--- src/rtl/multicycle_ctrl_if.sv ---
// Control bundle between the multicycle controller (slave) and its datapath (master).
interface multicycle_ctrl_if;
    logic [6:0] opcode;
    logic       mem_ready;
    logic       branch_taken;
    logic [2:0] state;
    logic       mem_req;
    logic       mem_we;
    logic       ir_we;
    logic       reg_we;
    logic       pc_we;
    logic [1:0] pc_sel;
    logic [2:0] imm_type;
    logic [1:0] wb_sel;
    logic       illegal;
    logic       bus_err;

    modport master (
        output opcode, mem_ready, branch_taken,
        input  state, mem_req, mem_we, ir_we, reg_we, pc_we,
        input  pc_sel, imm_type, wb_sel, illegal, bus_err
    );

    modport slave (
        input  opcode, mem_ready, branch_taken,
        output state, mem_req, mem_we, ir_we, reg_we, pc_we,
        output pc_sel, imm_type, wb_sel, illegal, bus_err
    );
endinterface

--- src/rtl/multicycle_ctrl.sv ---
// Multicycle RV32I control FSM (FETCH/DECODE/EXEC/MEM/WB/TRAP).
// Define CTRL_TIMEOUT_EN to bound memory waits by TIMEOUT_CYCLES and raise bus_err.
module multicycle_ctrl #(
    parameter int unsigned TIMEOUT_CYCLES = 15
) (
    input logic             clk,
    input logic             rst_n,
    multicycle_ctrl_if.slave ctrl
);
    localparam logic [2:0] S_FETCH  = 3'd0;
    localparam logic [2:0] S_DECODE = 3'd1;
    localparam logic [2:0] S_EXEC   = 3'd2;
    localparam logic [2:0] S_MEM    = 3'd3;
    localparam logic [2:0] S_WB     = 3'd4;
    localparam logic [2:0] S_TRAP   = 3'd5;

    localparam logic [6:0] OP_LUI    = 7'b0110111;
    localparam logic [6:0] OP_AUIPC  = 7'b0010111;
    localparam logic [6:0] OP_JAL    = 7'b1101111;
    localparam logic [6:0] OP_JALR   = 7'b1100111;
    localparam logic [6:0] OP_BRANCH = 7'b1100011;
    localparam logic [6:0] OP_LOAD   = 7'b0000011;
    localparam logic [6:0] OP_STORE  = 7'b0100011;
    localparam logic [6:0] OP_IMM    = 7'b0010011;
    localparam logic [6:0] OP_OP     = 7'b0110011;

    if (TIMEOUT_CYCLES < 1) begin : g_bad_timeout
        $error("TIMEOUT_CYCLES must be at least 1");
    end

    function automatic logic supported(input logic [6:0] op);
        case (op)
            OP_LUI, OP_AUIPC, OP_JAL, OP_JALR, OP_BRANCH,
            OP_LOAD, OP_STORE, OP_IMM, OP_OP: supported = 1'b1;
            default:                          supported = 1'b0;
        endcase
    endfunction

    function automatic logic [2:0] imm_of(input logic [6:0] op);
        case (op)
            OP_IMM, OP_LOAD, OP_JALR: imm_of = 3'd1;
            OP_STORE:                 imm_of = 3'd2;
            OP_BRANCH:                imm_of = 3'd3;
            OP_LUI, OP_AUIPC:         imm_of = 3'd4;
            OP_JAL:                   imm_of = 3'd5;
            default:                  imm_of = 3'd0;
        endcase
    endfunction

    logic [2:0] state_q, state_d;
    logic [6:0] op_q, op_d;
    logic       illegal_q, illegal_d;

    logic       mem_req_c, mem_we_c, ir_we_c, reg_we_c, pc_we_c;
    logic [1:0] pc_sel_c, wb_sel_c;
    logic [2:0] imm_c;

`ifdef CTRL_TIMEOUT_EN
    localparam int unsigned CW = $clog2(TIMEOUT_CYCLES + 1);
    logic [CW-1:0] wait_cnt_q, wait_cnt_d;
    logic          bus_err_q, bus_err_d;
    logic          waiting, timeout;

    // Counts consecutive stalled request cycles; any non-stalled cycle restarts it.
    assign waiting    = mem_req_c && !ctrl.mem_ready;
    assign wait_cnt_d = waiting ? wait_cnt_q + CW'(1) : '0;
    assign timeout    = waiting && (wait_cnt_q == CW'(TIMEOUT_CYCLES - 1));
    assign bus_err_d  = bus_err_q | timeout;

    always_ff @(posedge clk or negedge rst_n) begin
        if (!rst_n) begin
            wait_cnt_q <= '0;
            bus_err_q  <= 1'b0;
        end else begin
            wait_cnt_q <= wait_cnt_d;
            bus_err_q  <= bus_err_d;
        end
    end

    assign ctrl.bus_err = bus_err_q;
`else
    assign ctrl.bus_err = 1'b0;
`endif

    always_comb begin
        state_d   = state_q;
        op_d      = op_q;
        illegal_d = illegal_q;
        case (state_q)
            S_FETCH:  if (ctrl.mem_ready) state_d = S_DECODE;
            S_DECODE: begin
                op_d = ctrl.opcode;
                if (supported(ctrl.opcode)) begin
                    state_d = S_EXEC;
                end else begin
                    state_d   = S_TRAP;
                    illegal_d = 1'b1;
                end
            end
            S_EXEC: begin
                if (op_q == OP_BRANCH)                         state_d = S_FETCH;
                else if (op_q == OP_LOAD || op_q == OP_STORE) state_d = S_MEM;
                else                                           state_d = S_WB;
            end
            S_MEM:    if (ctrl.mem_ready) state_d = (op_q == OP_LOAD) ? S_WB : S_FETCH;
            S_WB:     state_d = S_FETCH;
            S_TRAP:   state_d = S_TRAP;
            default:  state_d = S_TRAP;
        endcase
`ifdef CTRL_TIMEOUT_EN
        if (timeout) state_d = S_TRAP;
`endif
    end

    always_ff @(posedge clk or negedge rst_n) begin
        if (!rst_n) begin
            state_q   <= S_FETCH;
            op_q      <= '0;
            illegal_q <= 1'b0;
        end else begin
            state_q   <= state_d;
            op_q      <= op_d;
            illegal_q <= illegal_d;
        end
    end

    // Strobes are gated by rst_n so an asserted reset silences them within the cycle.
    always_comb begin
        mem_req_c = 1'b0;
        mem_we_c  = 1'b0;
        ir_we_c   = 1'b0;
        reg_we_c  = 1'b0;
        pc_we_c   = 1'b0;
        pc_sel_c  = 2'd0;
        imm_c     = 3'd0;
        wb_sel_c  = 2'd0;
        if (rst_n) begin
            case (state_q)
                S_FETCH: begin
                    mem_req_c = 1'b1;
                    ir_we_c   = ctrl.mem_ready;
                end
                S_DECODE: imm_c = imm_of(ctrl.opcode);
                S_EXEC: begin
                    imm_c = imm_of(op_q);
                    if (op_q == OP_BRANCH) begin
                        pc_we_c  = 1'b1;
                        pc_sel_c = ctrl.branch_taken ? 2'd1 : 2'd0;
                    end
                end
                S_MEM: begin
                    mem_req_c = 1'b1;
                    mem_we_c  = (op_q == OP_STORE);
                    pc_we_c   = (op_q == OP_STORE) && ctrl.mem_ready;
                end
                S_WB: begin
                    reg_we_c = 1'b1;
                    pc_we_c  = 1'b1;
                    if (op_q == OP_JAL)       pc_sel_c = 2'd1;
                    else if (op_q == OP_JALR) pc_sel_c = 2'd2;
                    if (op_q == OP_LOAD)                        wb_sel_c = 2'd1;
                    else if (op_q == OP_JAL || op_q == OP_JALR) wb_sel_c = 2'd2;
                end
                default: ;
            endcase
        end
    end

    assign ctrl.state    = state_q;
    assign ctrl.mem_req  = mem_req_c;
    assign ctrl.mem_we   = mem_we_c;
    assign ctrl.ir_we    = ir_we_c;
    assign ctrl.reg_we   = reg_we_c;
    assign ctrl.pc_we    = pc_we_c;
    assign ctrl.pc_sel   = pc_sel_c;
    assign ctrl.imm_type = imm_c;
    assign ctrl.wb_sel   = wb_sel_c;
    assign ctrl.illegal  = illegal_q;
endmodule

--- src/flat_wrapper.sv ---
// flat-port wrapper written by rule: the top's interface ports become plain ports
module multicycle_ctrl_flat 
#(
    parameter int unsigned TIMEOUT_CYCLES = 15
)
  (clk, rst_n, ctrl_opcode, ctrl_mem_ready, ctrl_branch_taken, ctrl_state, ctrl_mem_req, ctrl_mem_we, ctrl_ir_we, ctrl_reg_we, ctrl_pc_we, ctrl_pc_sel, ctrl_imm_type, ctrl_wb_sel, ctrl_illegal, ctrl_bus_err);
  multicycle_ctrl_if ctrl_i ();
  input logic clk;
  input logic rst_n;
  input wire logic [$bits(ctrl_i.opcode)-1:0] ctrl_opcode;
  input wire logic [$bits(ctrl_i.mem_ready)-1:0] ctrl_mem_ready;
  input wire logic [$bits(ctrl_i.branch_taken)-1:0] ctrl_branch_taken;
  output wire logic [$bits(ctrl_i.state)-1:0] ctrl_state;
  output wire logic [$bits(ctrl_i.mem_req)-1:0] ctrl_mem_req;
  output wire logic [$bits(ctrl_i.mem_we)-1:0] ctrl_mem_we;
  output wire logic [$bits(ctrl_i.ir_we)-1:0] ctrl_ir_we;
  output wire logic [$bits(ctrl_i.reg_we)-1:0] ctrl_reg_we;
  output wire logic [$bits(ctrl_i.pc_we)-1:0] ctrl_pc_we;
  output wire logic [$bits(ctrl_i.pc_sel)-1:0] ctrl_pc_sel;
  output wire logic [$bits(ctrl_i.imm_type)-1:0] ctrl_imm_type;
  output wire logic [$bits(ctrl_i.wb_sel)-1:0] ctrl_wb_sel;
  output wire logic [$bits(ctrl_i.illegal)-1:0] ctrl_illegal;
  output wire logic [$bits(ctrl_i.bus_err)-1:0] ctrl_bus_err;
  assign ctrl_i.opcode = ctrl_opcode;
  assign ctrl_i.mem_ready = ctrl_mem_ready;
  assign ctrl_i.branch_taken = ctrl_branch_taken;
  assign ctrl_state = ctrl_i.state;
  assign ctrl_mem_req = ctrl_i.mem_req;
  assign ctrl_mem_we = ctrl_i.mem_we;
  assign ctrl_ir_we = ctrl_i.ir_we;
  assign ctrl_reg_we = ctrl_i.reg_we;
  assign ctrl_pc_we = ctrl_i.pc_we;
  assign ctrl_pc_sel = ctrl_i.pc_sel;
  assign ctrl_imm_type = ctrl_i.imm_type;
  assign ctrl_wb_sel = ctrl_i.wb_sel;
  assign ctrl_illegal = ctrl_i.illegal;
  assign ctrl_bus_err = ctrl_i.bus_err;
  multicycle_ctrl #(.TIMEOUT_CYCLES(TIMEOUT_CYCLES)) u_core (.clk(clk), .rst_n(rst_n), .ctrl(ctrl_i));
endmodule
--- config.mk ---
export PLATFORM = sky130hd
export DESIGN_NAME = multicycle_ctrl_flat
export DESIGN_NICKNAME = d
export VERILOG_FILES = /design/src/rtl/multicycle_ctrl_if.sv /design/src/rtl/multicycle_ctrl.sv /design/src/flat_wrapper.sv
export SDC_FILE = /design/constraint.sdc
export NUM_CORES = 1
export LEC_CHECK = 0
export ABC_CLOCK_PERIOD_IN_PS = 4400
export CAP_MARGIN = 40
export CORE_ASPECT_RATIO = 0.9
export CORE_MARGIN = 3
export CORE_UTILIZATION = 49
export CTS_CLUSTER_DIAMETER = 30
export DETAILED_ROUTE_END_ITERATION = 7
export GPL_TIMING_DRIVEN = 0
export PLACE_DENSITY = 0.84
export SYNTH_ARGS = -nofsm -noshare
export SYNTH_HDL_FRONTEND = slang
export SYNTH_SLANG_ARGS = --single-unit
--- constraint.sdc ---
create_clock -name clk -period 4.4 [get_ports clk]
set_clock_uncertainty 0.2 [all_clocks]
set_input_delay 0.88 -clock clk [delete_from_list [all_inputs] [get_ports clk]]
set_output_delay 0.88 -clock clk [all_outputs]
set_load 0.01 [all_outputs]
==> results.toml <==
[layout]
n_fill_cell = 120
area_growth_pct = 35.9
final_cell_mix = "clkdlybuf4s50_1 (25), dfrtp_1 (11), nor2_1 (8)"
final_common_cell = "clkdlybuf4s50_1"
drive_above_1_share = 0.169
antenna_cells = 0
final_nets = 142
fin_util = 0.771

[cts]
cts_tree = "built"
ctsResizeCount = 0
clock_sinks = 11
clk_pin_slew_ns = 0.07
clkLatencyLatePin_ns = 0.28
post-cts-setup-buffers = 0
root_buffer = "clkbuf_4"
numCtsBuffers = 3
holdBufCountCts = 0
clk_path_buf_depth = 2
htreeDepth = 1

[routing]
drt_iter0_drc = 30
dr.pass1.iters = 4
drcViolationCount = 0
vias_per_cell = 5.91
routedWlPerCell_microns = 15.0
vias = 899
ant_nets = 0
routed_wl_microns = 2280

[die]
die_w_microns = 50.8
boundaryPins = 28
core_sq_mm = 0.00156
fp-row-count = 13
start_util = 0.567
dieArea_sq_mm = 0.00235
die_h_microns = 46.3

[synthesis]
ys_ff_latch = 11
syn_avg_cell_area_sq_um = 8.86
syn-cell-area_sq_um = 886
ys_async_sr_fraction = 1.00
synth_cell_types = 49
synth_edf_count = 0
ys_seq_area_frac = 0.311
synth_warnings = 0
synth_nets = 111
postSynthCellCount = 100
yosys_most_used_dff = "dfrtp_1"

[global_route]
antenna_found_initial = 0
first_global_vias = 824
grt_usage = 0.225
grt_max_degree = 18
grt_remaining_overflow = 0
grt_pass1_wl_microns = 3820

[critical_path]
cpPeakStageDelay_ns = 0.59
crit_path_top_delay_cell = "clkdlybuf4s50_1"
end_kind = "output port"
path_cells = "dlymetal6s2s_1, nand2b_1, nor2_1, nand2_1, nor4b_1, clkdlybuf4s50_1"
path_class = "primary input to output port"
startpoint_type = "primary input"
path_buf_inv = 2
cp.arrival_ns = 2.85
path_delay_family = "buffers and inverters"
critical_path_required_ns = 3.32
worst-path-max-fanout = 17

[sta]
finalCritPeriodShare = 0.892
worst_slew_pin_slew_ns = 0.686
rsz0062_at_grt = "false"
slew_headroom = 0.542
clock.fmax_mhz = 255
hold_violations = 0
setup-tns-final_ns = 0
drv_slew = 0
holdWs_ns = 0.285
min_period_ns = 3.93
setup_viol = 0

[worst_hold_path]
hold_path.class = "flop to flop"

[run]
max_cap_viol_count = 0

[power]
p_total_mw = 0.519
p_per_area_mw_per_mm2 = 431
p_leak_nw = 0.463
peakVddDrop_mv = 0.268

[run_status]
status = "finished clean"

[place]
hpwlAfterDp_microns = 1720
portBuffers = 26
finalWeightedCongestion = 0.922
## logic make-up after synthesis
| logic type | share of synthesized area |
|---|---|
| muxes | 0.0890 |
| AOI/OAI and AO/OA | 0.179 |
| buffers and inverters | 0.0777 |
| and+or+nand+nor | 0.329 |
| other | 0.00423 |
| DFF | 0.311 |
| xor gates and xnor gates | 0.00989 |
## area by class of cell
class | count | area, sq um | area share
buffer | 7 | 50.0 | 0.0416
clock buffer | 3 | 22.5 | 0.0187
clock inverter | 1 | 5.00 | 0.00416
inverter | 5 | 18.8 | 0.0156
multi-input combinational | 77 | 542 | 0.450
sequential | 11 | 275 | 0.229
tap | 22 | 27.5 | 0.0229
timing repair buffer | 26 | 263 | 0.218
## registers in the layout, summed over array words and instances (netlist names)
signal / cells
u_core.ctrl.state: 3
u_core.ctrl.illegal: 1
u_core.op_q: 7
## per-stage QoR
stage          cells  instance area [sq um]  setup slack [ns]
5_1_grt          152                   1200             0.367
6_report         152                   1200             0.474
3_3_place_gp     148                   1170             0.143
3_5_place_dp     148                   1170             0.101
4_1_cts          152                   1200            0.0915
2_1_floorplan    100                    886              1.67
## report_power, final
part | switching (mW) | total [mW] | internal [mW]
logic | 0.134 | 0.266 | 0.131
clock network | 0.0371 | 0.0709 | 0.0338
registers | 0.0432 | 0.182 | 0.139
## cell usage after synthesis (2+ instances only)
| cell type | count | area [sq um] |
|---|---|---|
| a21oi_1 | 2 | 10.0 |
| buf_6 | 2 | 22.5 |
| nand2b_1 | 5 | 31.3 |
| and3_1 | 2 | 12.5 |
| o21ai_0 | 2 | 10.0 |
| a31oi_1 | 3 | 18.8 |
| nand3b_1 | 2 | 15.0 |
| nand4_1 | 2 | 12.5 |
| inv_1 | 4 | 15.0 |
| a21o_1 | 2 | 15.0 |
| nor4_1 | 2 | 12.5 |
| nor3_1 | 2 | 10.0 |
| nand2_1 | 6 | 22.5 |
| dfrtp_1 | 11 | 275 |
| mux2_2 | 6 | 67.6 |
| nor2b_1 | 3 | 18.8 |
| nor3b_1 | 2 | 15.0 |
| buf_2 | 4 | 20.0 |
| nor2_1 | 8 | 30.0 |
## final timing paths
| check | slack (ns) | depth (start not counted) | to | start |
|---|---|---|---|---|
| max reg2reg | 2.60 | 4 | u_core.op_q[4]$_DFFE_PN0P_ | u_core.ctrl.state[2]$_DFFE_PN0P_ |
| min reg2reg | 0.28 | 1 | u_core.ctrl.illegal$_DFFE_PN0P_ | u_core.ctrl.illegal$_DFFE_PN0P_ |
| min in group asynchronous | 0.43 | 1 | u_core.ctrl.state[0]$_DFFE_PN0P_ | rst_n |
| min | 0.28 | 1 | u_core.ctrl.illegal$_DFFE_PN0P_ | u_core.ctrl.illegal$_DFFE_PN0P_ |
| max in group asynchronous | 3.14 | 1 | u_core.op_q[0]$_DFFE_PN0P_ | rst_n |
| max | 0.47 | 6 | ctrl_wb_sel[0] | rst_n |
## routing by layer
metal  GRT usage  routed length, microns  vias to the layer above
li1            -                       -                      430
met1       0.273                    1040                      415
met2       0.359                    1030                       47
met3      0.0777                     181                        7
met4       0.113                      35                        0
met5           0                       0                        -
No activity file was read; power rests on OpenSTA's default activity.
